===== src/rtl/instr_byte_loader_if.sv =====
// Word handshake between the byte loader (master) and the core (slave).
interface instr_byte_loader_if;
    logic [31:0] word_out;
    logic        word_valid;
    logic        word_ready;

    modport master (output word_out, output word_valid, input  word_ready);
    modport slave  (input  word_out, input  word_valid, output word_ready);
endinterface


===== src/rtl/instr_byte_loader.sv =====
// Pin-bus byte loader: synchronizes a host strobe, assembles bytes
// little-endian into 32-bit words, buffers them in a FIFO and presents
// them to the core over a valid/ready handshake.
module instr_byte_loader #(
    parameter int DEPTH   = 4,
    parameter int TIMEOUT = 1024
) (
    input  logic                     clk,
    input  logic                     rst_n,
    input  logic [7:0]               byte_in,
    input  logic                     byte_stb,
    input  logic                     clr,
    instr_byte_loader_if.master      wb,
    output logic [$clog2(DEPTH):0]   fifo_count,
    output logic [1:0]               byte_idx,
    output logic                     overflow,
    output logic                     timeout_err
);
    localparam int AW = $clog2(DEPTH);
    // Last idle count before expiry; unused when the timeout is disabled.
    localparam logic [15:0] TO_LAST = (TIMEOUT == 0) ? 16'd0 : 16'(TIMEOUT - 1);

    logic [2:0]  sync_q;
    logic        capture;
    logic [1:0]  idx_q, idx_d;
    logic [23:0] part_q, part_d;
    logic [15:0] idle_q, idle_d;
    logic        terr_q, terr_d;
    logic        push_req, push, pop, full, empty;
    logic        ovf_q;
    logic [AW:0] wptr_q, rptr_q;
    logic [31:0] mem_q [DEPTH];

    // Two-flop synchronizer plus an edge-detect flop on the host strobe.
    always_ff @(posedge clk or negedge rst_n) begin
        if (!rst_n)   sync_q <= '0;
        else if (clr) sync_q <= '0;
        else          sync_q <= {sync_q[1:0], byte_stb};
    end

    assign capture = sync_q[1] & ~sync_q[2];

    // Byte assembly and idle timeout; a capture always beats expiry.
    always_comb begin
        idx_d    = idx_q;
        part_d   = part_q;
        idle_d   = idle_q;
        terr_d   = terr_q;
        push_req = 1'b0;
        if (capture) begin
            idle_d = '0;
            idx_d  = idx_q + 2'd1;
            case (idx_q)
                2'd0:    part_d[7:0]   = byte_in;
                2'd1:    part_d[15:8]  = byte_in;
                2'd2:    part_d[23:16] = byte_in;
                default: push_req      = 1'b1;
            endcase
        end else if (idx_q != 2'd0 && TIMEOUT != 0) begin
            if (idle_q == TO_LAST) begin
                idx_d  = '0;
                part_d = '0;
                idle_d = '0;
                terr_d = 1'b1;
            end else begin
                idle_d = idle_q + 16'd1;
            end
        end else begin
            idle_d = '0;
        end
    end

    // Assembler state registers.
    always_ff @(posedge clk or negedge rst_n) begin
        if (!rst_n) begin
            idx_q  <= '0;
            part_q <= '0;
            idle_q <= '0;
            terr_q <= 1'b0;
        end else if (clr) begin
            idx_q  <= '0;
            part_q <= '0;
            idle_q <= '0;
            terr_q <= 1'b0;
        end else begin
            idx_q  <= idx_d;
            part_q <= part_d;
            idle_q <= idle_d;
            terr_q <= terr_d;
        end
    end

    assign empty = (wptr_q == rptr_q);
    assign full  = (wptr_q[AW] != rptr_q[AW]) && (wptr_q[AW-1:0] == rptr_q[AW-1:0]);
    assign pop   = !empty && wb.word_ready;
    // A full FIFO still takes the word if the head leaves this same cycle.
    assign push  = push_req && (!full || pop);

    // FIFO pointers and the sticky overflow flag.
    always_ff @(posedge clk or negedge rst_n) begin
        if (!rst_n) begin
            wptr_q <= '0;
            rptr_q <= '0;
            ovf_q  <= 1'b0;
        end else if (clr) begin
            wptr_q <= '0;
            rptr_q <= '0;
            ovf_q  <= 1'b0;
        end else begin
            if (push) wptr_q <= wptr_q + 1'b1;
            if (pop)  rptr_q <= rptr_q + 1'b1;
            if (push_req && !push) ovf_q <= 1'b1;
        end
    end

    // Storage needs no reset: word_out is masked while the FIFO is empty.
    always_ff @(posedge clk) begin
        if (push && !clr) mem_q[wptr_q[AW-1:0]] <= {byte_in, part_q};
    end

    assign wb.word_valid = !empty;
    assign wb.word_out   = empty ? 32'd0 : mem_q[rptr_q[AW-1:0]];
    assign fifo_count    = wptr_q - rptr_q;
    assign byte_idx      = idx_q;
    assign overflow      = ovf_q;
    assign timeout_err   = terr_q;
endmodule


===== src/flat_wrapper.sv =====
// flat-port wrapper written by rule: the top's interface ports become plain ports
module instr_byte_loader_flat 
#(
    parameter int DEPTH   = 4,
    parameter int TIMEOUT = 1024
)
  (clk, rst_n, byte_in, byte_stb, clr, fifo_count, byte_idx, overflow, timeout_err, wb_word_out, wb_word_valid, wb_word_ready);
  instr_byte_loader_if wb_i ();
  input  logic clk;
  input  logic rst_n;
  input  logic [7:0] byte_in;
  input  logic byte_stb;
  input  logic clr;
  output logic [$clog2(DEPTH):0] fifo_count;
  output logic [1:0] byte_idx;
  output logic overflow;
  output logic timeout_err;
  output wire logic [$bits(wb_i.word_out)-1:0] wb_word_out;
  output wire logic [$bits(wb_i.word_valid)-1:0] wb_word_valid;
  input wire logic [$bits(wb_i.word_ready)-1:0] wb_word_ready;
  assign wb_word_out = wb_i.word_out;
  assign wb_word_valid = wb_i.word_valid;
  assign wb_i.word_ready = wb_word_ready;
  instr_byte_loader #(.DEPTH(DEPTH), .TIMEOUT(TIMEOUT)) u_core (.clk(clk), .rst_n(rst_n), .byte_in(byte_in), .byte_stb(byte_stb), .clr(clr), .wb(wb_i), .fifo_count(fifo_count), .byte_idx(byte_idx), .overflow(overflow), .timeout_err(timeout_err));
endmodule

===== config.mk =====
export PLATFORM = sky130hd
export DESIGN_NAME = instr_byte_loader_flat
export DESIGN_NICKNAME = d
export VERILOG_FILES = /design/src/rtl/instr_byte_loader_if.sv /design/src/rtl/instr_byte_loader.sv /design/src/flat_wrapper.sv
export SDC_FILE = /design/constraint.sdc
export NUM_CORES = 1
export LEC_CHECK = 0
export ABC_AREA = 1
export BUFFER_PORTS_ARGS = -buffer_cell sky130_fd_sc_hd__buf_2
export CAP_MARGIN = 25
export CORE_MARGIN = 3
export CORE_UTILIZATION = 40
export CTS_CLUSTER_DIAMETER = 80
export DETAILED_ROUTE_END_ITERATION = 6
export GPL_TIMING_DRIVEN = 1
export PLACE_DENSITY = 0.67
export REMOVE_ABC_BUFFERS = 1
export SLEW_MARGIN = 15
export SYNTH_ARGS = -nofsm -noshare
export SYNTH_HDL_FRONTEND = slang
export SYNTH_SLANG_ARGS = --single-unit

===== constraint.sdc =====
create_clock -name clk -period 5 [get_ports clk]
set_clock_uncertainty 0.1 [all_clocks]
set_input_delay 0.75 -clock clk [delete_from_list [all_inputs] [get_ports clk]]
set_output_delay 0.75 -clock clk [all_outputs]
set_load 0.1 [all_outputs]

# ---- Word level (Yosys, flattened, before mapping)
# Memories as Yosys holds them, arrays and structs flattened.
# Index checks and enable logic that the tools add are counted.
dict set report totals {
  ff_bits 53
  latch_bits 0
  ram_bits 128
  rom_bits 0
  input_bits 13
  output_inout_bits 40
  wordCells 84
  mem_count 1
}
# memory words word_bits rd rd_ports_with_merged_regs write_ports line
set memory_table {}
lappend memory_table {u_core.mem_q 4 32 1 0 1 instr_byte_loader.sv:32} ;# logic [31:0] mem_q [DEPTH];
dict set report op_classes {
  addsub 5
  n_mul 0
  div_mod_pow 0
  order_cmp 0
  n_eq_ne 10
  shifts 0
  n_mux 31
  bitwise 2
  reduce_logical 25
}
# op count
set op_table {}
lappend op_table {{$mux W24} 4}
lappend op_table {{$mux W16} 4}
lappend op_table {{$mux W32} 1}
lappend op_table {{$mux W8} 3}
lappend op_table {{$add A16 B1 Y16 const B} 1}
lappend op_table {{$eq A16 B10 Y1 const B} 1}
lappend op_table {{$mux W3} 5}
lappend op_table {{$reduce_and A3 Y1} 4}
lappend op_table {{$reduce_bool A2 Y1} 6}
lappend op_table {{$mux W1} 10}
lappend op_table {{$ne A3 B3 Y1 const B} 3}
lappend op_table {{$mux W2} 4}
lappend op_table {{$add A3 B1 Y3 const B} 2}
lappend op_table {{$reduce_bool A3 Y1} 2}
lappend op_table {{$logic_and A1 B1 Y1} 5}
lappend op_table {{$logic_not A1 Y1} 4}
lappend op_table {{$eq A3 B3 Y1} 1}
lappend op_table {{$reduce_or A3 Y1} 1}
lappend op_table {{$sub A3 B3 Y3} 1}
lappend op_table {{$add A2 B1 Y2 const B} 1}
lappend op_table {{$eq A2 B1 Y1 const B} 1}
lappend op_table {{$eq A2 B2 Y1} 1}
lappend op_table {{$eq A2 B2 Y1 const B} 1}
lappend op_table {{$logic_not A2 Y1} 1}
lappend op_table {{other kinds (6)} 6}

# ---- Longest topological paths before layout
dict set report depth {
  word_depth 9
  ltp_mapped 11
  ltp_nobuf 9
}

# ---- Worst setup path before layout
# No wires, ideal clock.
dict set report synth_timing {
  path_type {reg-to-output}
  from {register u_core.rptr_q[1]}
  to {output port wb_word_out[10]}
  arrival_time_ns 3.862
  t_required_ns 4.150
  setup_slack_ns 0.288
  stages_incl_launch_ff 11
  path_buffers 3
  cell_sequence {dfrtp_1 buf_2 clkinv_1 clkbuf_1 ha_1 nand2_1 inv_1 nand2_1 inv_1 buf_2 a21oi_1}
}
dict set report synth_via {
  elab_chain_len 2
  word_cells_on_any_way 3
  cone_classes {eq/ne: 1; mux: 1; memory: 1}
}
# element line
set synth_lines {}
lappend synth_lines {{from (decl)} instr_byte_loader.sv:31} ;# logic [AW:0] wptr_q, rptr_q;
lappend synth_lines {{from (signal assigned)} instr_byte_loader.sv:111} ;# if (pop) rptr_q <= rptr_q + 1'b1;
lappend synth_lines {{$mem_v2 Z4 W32 / $eq A3 B3 Y1 (equally long branches)} -}
lappend synth_lines {{$mux W32 *} instr_byte_loader.sv:122} ;# assign wb.word_out = empty ? 32'd0 : mem_q[rptr_q[AW-1:0]];
lappend synth_lines {{to (decl)} flat_wrapper.sv:18} ;# output wire logic [$bits(wb_i.word_out)-1:0] wb_word_out;
# Every way passes the cells marked *; elsewhere a longest branch is shown, timed or not.

# ---- Worst setup path in the final report
dict set report layout_timing {
  from {register u_core.rptr_q[0]}
  to {output port wb_word_out[5]}
}
# Same word-level chain as after synthesis.

==> flow_summary.toml <==
[setup_path]
cp_cell_sequence = "inv_1 > buf_4 > o21ai_0 > a21oi_1 > buf_2"
cp.required_ns = 4.15
ff2ff_path_depth = 8
cp-start-kind = "flip-flop"
critPathTopFamily = "buffers and inverters"
path_max_fanout = 24
endpoint_kind = "primary output"
crit_cells = 5
cpPeakStageDelay_ns = 0.54
path_class = "reg2out"
worst_path_max_delay_cell = "inv_1"
critPathArrivalTime_ns = 2.51
cp_num_buf_inv = 3

[clocking]
clk_latency_ns = 0.43
clock_sinks = 181
cts_setup_buffers = 0
cts_resized = 0
cts_tree = "built"
clkSlewWorstSetupHoldPaths_ns = 0.07
cts_hold_buf = 0
h-tree-depth = 4
clk_path_buf_depth = 2
cts_buffers = 17
clock-root-buffer = "clkbuf_16"

[global_route]
grt_antenna_before_repair = 0
grt_pass1_wl_um = 25500
grt_pass1_vias = 4837
overflow = 0
grt_max_degree = 66
track_usage = 0.159

[pwr]
seqPwrFrac = 0.458
p_per_area_mw_per_mm2 = 406
vdd_ir_drop_max_mv = 0.228
p_leak_uw = 0.00350
p_int_uw = 2410
fin_total_pwr_uw = 3550
p_switching_uw = 1140
pwr-share-comb = 0.185
p_clk_frac = 0.357
switching_share = 0.320

[drt]
post_drt_wl_per_cell_um = 15.8
drc = 0
routed_wl_um = 15900
vias = 5079
postRouteAntennaNets = 0
drtPass1Iterations = 4
vias_per_cell = 5.06
drtIter0Drc = 237

[placement]
pre_cts_ws_ns = 2.05
post_dp_cell_area_mm2 = 0.00818
gp_congestion = 0.830
port_buffers = 52
hpwl_um = 9470

[run_status]
status = "finished clean"

[timing]
period_share = 0.673
layout_min_cycle_time_ns = 3.36
tightestPinTransition_ns = 0.726
fmax_mhz = 297
rsz0062_at_grt = "no"
setup_viol = 0
hold_viol = 0
worst_hold_slack_ns = 0.346
fin_ws_ns = 1.64
relSlewSlack = 0.516
drv_slew = 0

[logic_synthesis]
synthDistinctLibCells = 36
ys_seq_area_frac = 0.673
synth_area_leaders = "edfxtp_1 (50%), dfrtp_1 (17%), nor2_1 (8.5%)"
synth_cells = 706
synth_common_cells = "nor2_1 (173), edfxtp_1 (128), nand2_1 (81)"
yosys.area.top_type_share = 0.500
synth_area_mm2 = 0.00768
synth_edf_count = 128
ys.flop_type = "edfxtp_1"
synth.most_common_cell = "nor2_1"
synth_top_area_cell = "edfxtp_1"
yosys_warnings = 0
synth-seq-cells = 181
async_flop_share = 0.293
synth.avg_cell_area_um2 = 10.9

[floorplan]
fp.dieH_um = 145
die_area_mm2 = 0.0209
die_x_um = 145
io_pins = 53
rows = 50
fp.coreArea_mm2 = 0.0188
initial_utilization = 0.409

[layout]
drive_above_1_share = 0.168
final_util = 0.466
insertedDiodeCount = 0
final_nets = 782
finish.instance_area_mm2 = 0.00874
areaGrowthSynthToFinish_pct = 13.8

[min_path]
worstHoldPathType = "in2async"

[run]
drv_cap = 0
cells by family (layout without fill, tap and decap cells):
| kind of cell | Yosys count | count (layout) | synth area share |
|---|---|---|---|
| simple gates | 310 | 310 | 0.173 |
| buf+inv | 74 | 137 | 0.0391 |
| fa+ha+maj | 13 | 13 | 0.0222 |
| flops | 181 | 181 | 0.673 |
| xor+xnor | 6 | 6 | 0.00782 |
| compound gates | 122 | 122 | 0.0849 |
power groups by stage:
stage                     clock network [uW]  logic [uW]  registers, uW
final                                   1270         656           1620
after global routing                    1360         703           1620
after CTS                               1290         666           1620
after detailed placement                   0         664           1650
after global placement                     0         659           1650
after floorplan                            0         491           1670
per-stage QoR:
step,TNS [ns],instances
6_report,0,1003
5_1_grt,0,1003
3_5_place_dp,0,971
2_1_floorplan,-30.14,674
3_3_place_gp,0,971
4_1_cts,0,1003
layer usage:
| layer | part of all wire | vias up | track usage |
|---|---|---|---|
| li1 | - | 2497 | - |
| met1 | 0.45 | 2451 | 0.214 |
| met2 | 0.49 | 108 | 0.260 |
| met3 | 0.044 | 23 | 0.0334 |
| met4 | 0.017 | 0 | 0.0525 |
| met5 | 0 | - | 0 |
layout by cell type (no fill, tap or decap), drive strengths merged, types with 20 or more instances in the layout:
master,count
nor2,176
edfxtp,128
nand2,88
o21ai,81
buf,63
dfrtp,53
inv,46
a21oi,37
nand4,21
clkbuf,20
cell type report:
| cell class | instances | area [um^2] |
|---|---|---|
| fill | 1716 | 10000 |
| clock inverter | 12 | 120 |
| timing repair buffer | 63 | 343 |
| multi-input combinational | 451 | 2220 |
| inverter | 42 | 158 |
| tap | 234 | 293 |
| sequential | 181 | 5170 |
| clock buffer | 20 | 437 |
flip-flops by register name, summed over array words and instances (netlist names):
signal,flops
u_core.overflow,1
u_core.sync_q,3
u_core.part_q,24
u_core.idle_q,16
u_core.rptr_q,3
u_core.mem_q,128
u_core.wptr_q,3
u_core.byte_idx,2
u_core.timeout_err,1
worst paths after layout:
kind	from	end	slack [ns]
max	u_core.rptr_q[0]	wb_word_out[5]	1.64
min	rst_n	u_core.idle_q[5]	0.35
max reg2reg	u_core.sync_q[2]	u_core.mem_q[3][21]	2.48
min reg2reg	u_core.idle_q[0]	u_core.idle_q[0]	0.36
max in group asynchronous	rst_n	u_core.rptr_q[0]	3.95
min in group clk	u_core.idle_q[0]	u_core.idle_q[0]	0.36
Power figures use the tool's default switching activity.
